File: config.mk
export PLATFORM = sky130hd
export DESIGN_NAME = pair_triple_bist_ctrl
export DESIGN_NICKNAME = d
export VERILOG_FILES = /design/src/rtl/pair_triple_bist_ctrl.sv
export SDC_FILE = /design/constraint.sdc
export NUM_CORES = 1
export LEC_CHECK = 0
export CAP_MARGIN = 0
export CORE_UTILIZATION = 36
export DETAILED_ROUTE_END_ITERATION = 16
export SYNTH_ARGS = -nofsm -noshare
export SYNTH_HDL_FRONTEND = slang
export SYNTH_SLANG_ARGS = --single-unit
File: constraint.sdc
create_clock -name clk -period 3.3 [get_ports clk]
set_input_delay 0.495 -clock clk [delete_from_list [all_inputs] [get_ports clk]]
set_output_delay 0.495 -clock clk [all_outputs]
set_load 0.1 [all_outputs]
File: src/rtl/pair_triple_bist_ctrl.sv
// pair_triple_bist_ctrl: self-test of a pair/triple (majority) detector over 8 vectors; ports clk rst start det_out -> det_in0..2 busy done pass fail_count first_fail; PAIR_TRIPLE_BIST_SETTLE_EN adds a SETTLE cycle per vector
module pair_triple_bist_ctrl (
  input  logic       clk,
  input  logic       rst,
  input  logic       start,
  input  logic       det_out,
  output logic       det_in0,
  output logic       det_in1,
  output logic       det_in2,
  output logic       busy,
  output logic       done,
  output logic       pass,
  output logic [3:0] fail_count,
  output logic [2:0] first_fail
);
`ifdef PAIR_TRIPLE_BIST_SETTLE_EN
  typedef enum logic [2:0] {IDLE, DRIVE, SETTLE, SAMPLE, DONE} state_t;
`else
  typedef enum logic [2:0] {IDLE, DRIVE, SAMPLE, DONE} state_t;
`endif
  state_t state_q, state_d;
  logic [2:0] vec_q, vec_d, first_fail_q, first_fail_d;
  logic [3:0] fail_count_q, fail_count_d;
  logic pass_q, pass_d, expect_v, mism;
  always_comb begin
    state_d = state_q;
    vec_d = vec_q;
    fail_count_d = fail_count_q;
    first_fail_d = first_fail_q;
    pass_d = pass_q;
    expect_v = (vec_q[0] & vec_q[1]) | (vec_q[0] & vec_q[2]) | (vec_q[1] & vec_q[2]);
    mism = det_out != expect_v;
    case (state_q)
      IDLE: if (start) begin
        vec_d = 3'd0;
        fail_count_d = 4'd0;
        first_fail_d = 3'd0;
        pass_d = 1'b0;
        state_d = DRIVE;
      end
`ifdef PAIR_TRIPLE_BIST_SETTLE_EN
      DRIVE: state_d = SETTLE;
      SETTLE: state_d = SAMPLE;
`else
      DRIVE: state_d = SAMPLE;
`endif
      SAMPLE: begin
        if (mism && fail_count_q < 4'd8) begin
          fail_count_d = fail_count_q + 4'd1;
          first_fail_d = fail_count_q == 4'd0 ? vec_q : first_fail_q;
        end
        if (vec_q == 3'd7) begin
          state_d = DONE;
          pass_d = fail_count_d == 4'd0;
        end else begin
          vec_d = vec_q + 3'd1;
          state_d = DRIVE;
        end
      end
      DONE: state_d = IDLE;
      default: state_d = IDLE;
    endcase
  end
  always_ff @(posedge clk) begin
    if (rst) begin
      state_q <= IDLE;
      vec_q <= 3'd0;
      fail_count_q <= 4'd0;
      first_fail_q <= 3'd0;
      pass_q <= 1'b0;
    end else begin
      state_q <= state_d;
      vec_q <= vec_d;
      fail_count_q <= fail_count_d;
      first_fail_q <= first_fail_d;
      pass_q <= pass_d;
    end
  end
  assign busy = state_q != IDLE && state_q != DONE;
  assign done = state_q == DONE;
  assign {det_in2, det_in1, det_in0} = busy ? vec_q : 3'd0;
  assign pass = pass_q;
  assign fail_count = fail_count_q;
  assign first_fail = first_fail_q;
endmodule
==> results of run 1 <==
## logic make-up after synthesis
kind of cell,count (synthesis),share of synthesized area (%)
adders and majority gates,7,10.35
buffers and inverters,8,3.550
muxes,3,3.550
and+or+nand+nor,46,29.74
DFF,13,30.77
xor gates and xnor gates,2,2.071
AOI/OAI and AO/OA,23,19.97
## final cells by class
cell class                 instances  area, sq um  area share, %
inverter                           5        18.77          1.816
tap                               28        35.03          3.390
multi-input combinational         81        555.5          53.75
clock buffer                       4        26.28          2.542
sequential                        13        260.3          25.18
timing repair buffer              16        137.6          13.32
## flip-flops by register name, summed over array words and instances (netlist names)
signal      cells
fail_count      4
first_fail      3
vec_q           3
state_q         2
pass            1
## synthesized netlist by cell type, types with 2 or more instances
cell and n:
nor3_1 2, mux2i_1 3, inv_1 5, or2_0 3, a21oi_1 6, a32oi_1 2, nand3_1 5, o21ai_0 4
nor2b_1 2, ha_1 7, nand2_1 13, and2_1 2, nand2b_1 2, clkbuf_1 3, dfxtp_1 13, nor2_1 10
a22oi_1 5
## through the flow
step / instance area (sq um) / setup slack, ns / util (%) / hold WS (ns)
after detailed placement: 1007 / 0.9772 / 45.53 / 0.4613
after global placement: 1007 / 1.007 / 45.53 / 0.4580
after global routing: 1033 / 0.9910 / 46.72 / 0.5083
after CTS: 1033 / 1.037 / 46.72 / 0.4742
final: 1033 / 1.044 / 46.72 / 0.4714
after floorplan: 845.8 / 0.6603 / - / 0.5118
## worst paths after layout
| kind | start | endpoint | slack [ns] | cells past startpoint |
|---|---|---|---|---|
| hold reg to reg | first_fail[1] | first_fail[1] | 0.47 | 2 |
| hold / removal | first_fail[1] | first_fail[1] | 0.47 | 2 |
| setup reg to reg | vec_q[0] | fail_count[1] | 1.20 | 6 |
| setup / recovery | pass | pass | 1.04 | 1 |
## power breakdown
part           total (mW)  switching, mW  leakage [nW]  internal, mW
sequential          0.169        0.00681         0.105         0.162
clock               0.105         0.0584        0.0150        0.0470
combinational       0.134         0.0953         0.285        0.0391
## per-layer routing
| layer | routed length [um] | share of wire, % | vias to the layer above |
|---|---|---|---|
| met2 | 783 | 41 | 14 |
| met1 | 1040 | 54 | 353 |
| met5 | 0 | 0 | - |
| met4 | 49 | 2.5 | 0 |
| met3 | 58 | 3.0 | 6 |
| li1 | - | - | 392 |
==> reports/metrics.cfg, run 1 <==
[status]
status=complete, no violations

[sta]
rsz0062_at_grt=false
fin_crit_ns=2.256
finalSetupTns_ns=0
hold_viol_final=0
final_max_slew_viol_count=0
tightest_slew_ns=0.9653
max_freq_mhz=443.3
setup_viol=0
timing.final.crit_share_pct=68.35
slew_headroom_pct=35.44
skew_ns=0.005098

[floorplan]
rows=17
design.core.area_sq_mm=0.002212
dieArea_sq_mm=0.002547
start_util_pct=38.24
dieWidth_um=50.47
pin_count=17
die_h_um=50.47

[synthesis]
ys_seq_elements=13
synth.avg_cell_area_sq_um=8.292
yosys.area.top_type=dfxtp_1
netlist_instances=102
ys.flop_type=dfxtp_1
yosys_warnings=0
ys_seq_area_share_pct=30.77
synth_nets=113
yosys.area.top_type_share_pct=30.77
async_flop_share_pct=0
synth.distinct_cells=32
synth_area_sq_um=845.8
synth_area_leaders=dfxtp_1 (31%), ha_1 (10%), nand2_1 (5.8%)
synth_edf_count=0

[clock_network]
postCtsSetupBuffers=0
cts_hold_buffers=0
numCtsBuffers=3
clock_sinks=13
cts.htree.levels=1
cts_buffer_depth=2
cts_tree=built
root_buffer=clkbuf_4
path_clk_slew_ns=0.09
cts-resized-gates=0
clock_latency_ns=0.28

[setup_path]
crit_family=buffers and inverters
worstPathCellList=clkdlybuf4s50_1
critPathKind=reg -> out
crit_fanout=2
cp.arrival_ns=1.76
critical_path.max_stage_delay_ns=1.13
cp.required_ns=2.80
endpoint_kind=output pin
crit_path_start_kind=flip-flop
critPathSlowestCell=clkdlybuf4s50_1
crit_buf_inv=1

[placed_design]
hpwl_um=1375
placed_cells=143
io_buffers=16
place_congestion=0.8267

[global_routing]
grt_max_degree=16
grt_pass1_vias=661
met2_usage_pct=24.00
grt-ovfl-total=0
use_met1_pct=22.57
antenna_found_initial=0
grt-busiest-layer=met2
use_met3_pct=3.939
grt_usage_pct=16.74
grt_first_pass_wirelength_um=3111

[cells_and_area]
insertedDiodeCount=0
finalNetCount=131
layout-drive-gt1-share_pct=13.45
fillCellCount=228
layout_common_cells=nand2_1 (13), dfxtp_1 (13), nor2_1 (10), buf_4 (9)
layoutNonFillerInstCount=147
area_growth_pct=22.19

[detailed_routing]
drtPass1Iterations=4
dr.first_iter.drc_count=23
drtAntennaViolNets=0
drc=0
vias=765
avgViaCountPerCell=5.204
wl_per_cell_um=13.14
routed_wl_um=1932

[job]
cap_violations=0

[pwr]
p_leak_nw=0.4053
vdd_ir_drop_max_mv=0.2743
p_per_area_mw_per_mm2=395.5
p_total_mw=0.4087

[worst_hold_path]
hp-class=reg -> reg

Note: power is estimated with default switching activity, not from simulation.
==> run 2, diff against run 1 <==
- clock period: 3.3 -> 2.16 ns (I/O delays scaled with it)
==> run 2 against run 1 <==
Count of clock-buffer cells in the layout is the same. Sequential share of layout area shrank 1.7 points. Final cell count grew 3.4%. Power grew 60%. Worst setup slack lost 0.88 ns. Clock skew grew 0.0016 ns. Critical endpoint is now fail_count[1]. Largest cell class unchanged.
==> reports/metrics.cfg, run 2 (synthesis results as in run 1) <==
[clock_network]
clock_latency_ns=0.28
postCtsSetupBuffers=0
numCtsBuffers=3
root_buffer=clkbuf_4
cts-resized-gates=0
cts.htree.levels=1
cts_buffer_depth=2
path_clk_slew_ns=0.09
cts_tree=built
clock_sinks=13
cts_hold_buffers=0

[cells_and_area]
largest_register_ffs=4
layoutNonFillerInstCount=152
area.sequential_sq_um=262.8
final_cell_area_sq_mm=0.001119
layout_common_cells=buf_4 (14), nand2_1 (13), dfxtp_1 (11), nor2_1 (10)
finish.utilization_pct=50.57
insertedDiodeCount=0
finalNetCount=136
area_growth_pct=32.25
multi_input_area_sq_um=560.5
fillCellCount=223
layout_commonest_cell=buf_4
layout-drive-gt1-share_pct=24.19

[setup_path]
worstPathCellList=ha_1 -> or3_4 -> a221oi_4 -> mux2i_1 -> a2bb2oi_1 -> nor2_1
cp.arrival_ns=2.15
crit_path_start_kind=flip-flop
critical_path.max_stage_delay_ns=0.41
cp.required_ns=2.31
crit_fanout=4
crit_family=compound AO/OA/AOI/OAI gates
worstRegToRegCells=6
critPathSlowestCell=a221oi_4
endpoint_kind=flip-flop
crit_buf_inv=0
crit_cells=6
critPathKind=reg -> reg

[sta]
final_max_slew_viol_count=0
holdWs_ns=0.4749
slew_headroom_pct=64.55
max_freq_mhz=500.2
skew_ns=0.006659
hold_viol_final=0
fin_crit_ns=1.999
finalWorstSetupSlack_ns=0.1606
timing.final.crit_share_pct=92.56
tightest_slew_ns=0.5262
setup_viol=0
finalSetupTns_ns=0
rsz0062_at_grt=false

[job]
cap_violations=0

[global_routing]
grt-busiest-layer=met2
antenna_found_initial=0
use_met1_pct=22.75
use_met3_pct=4.545
grt-ovfl-total=0
grt_first_pass_wirelength_um=3077
met2_usage_pct=23.56
grt_max_degree=14
grt_pass1_vias=664
grt_usage_pct=16.23

[detailed_routing]
routed_wl_um=1815
wl_per_cell_um=11.94
drc=0
avgViaCountPerCell=5.079
drtAntennaViolNets=0
vias=772
dr.first_iter.drc_count=24
drtPass1Iterations=4

[pwr]
p_leak_nw=0.4526
p_total_mw=0.6536
p_per_area_mw_per_mm2=584.3
vdd_ir_drop_max_mv=0.4124

[floorplan]
start_util_pct=38.24
pin_count=17
dieWidth_um=50.47
design.core.area_sq_mm=0.002212
die_h_um=50.47
dieArea_sq_mm=0.002547
rows=17

[placed_design]
dpl_worst_slack_ns=0.1573
place_congestion=0.7860
placed_cells=148
hpwl_um=1374
dpl_cell_area_sq_mm=0.001092
io_buffers=16

[worst_hold_path]
whs_path_depth=2
hp-class=reg -> reg

[status]
status=complete, no violations

[run 2: changes by cell type in the layout (fill, tap and decap cells not counted)]
cell             delta
and2_1              -2
and2_2              +2
buf_12              +4
buf_4               +5
clkdlybuf4s50_1     -4
dfxtp_1             -2
dfxtp_2             +2
ha_1                -1
ha_2                +1
[run 2: worst min-delay path, cell delays in order (launching register included)]
cell	delay [ns]
dfxtp_1	0.32
nand3_1	0.06
a21oi_1	0.05
[run 2: final cells by class]
type                       instances  area share, %
tap                               28          3.132
sequential                        13          23.49
inverter                           5          1.678
clock buffer                       4          2.349
multi-input combinational         81          50.11
timing repair buffer              21          19.24
[run 2: where the power goes]
group          internal, mW  switching (mW)  total (mW)
Combinational        0.0941           0.150       0.244
Sequential            0.248         0.00804       0.256
Clock                0.0716          0.0816       0.153
[run 2: per-layer routing]
metal / share of wire, % / vias to the layer above
met5: 0 / -
met4: 0.88 / 0
met3: 5.5 / 2
met2: 43 / 20
met1: 50 / 349
li1: - / 401
[run 2: path summary, 6_finish.rpt]
check,start,to,slack [ns]
min,first_fail[2],first_fail[2],0.47
max,vec_q[0],fail_count[1],0.16
min reg2reg,first_fail[2],first_fail[2],0.47
max reg2reg,vec_q[0],fail_count[1],0.16
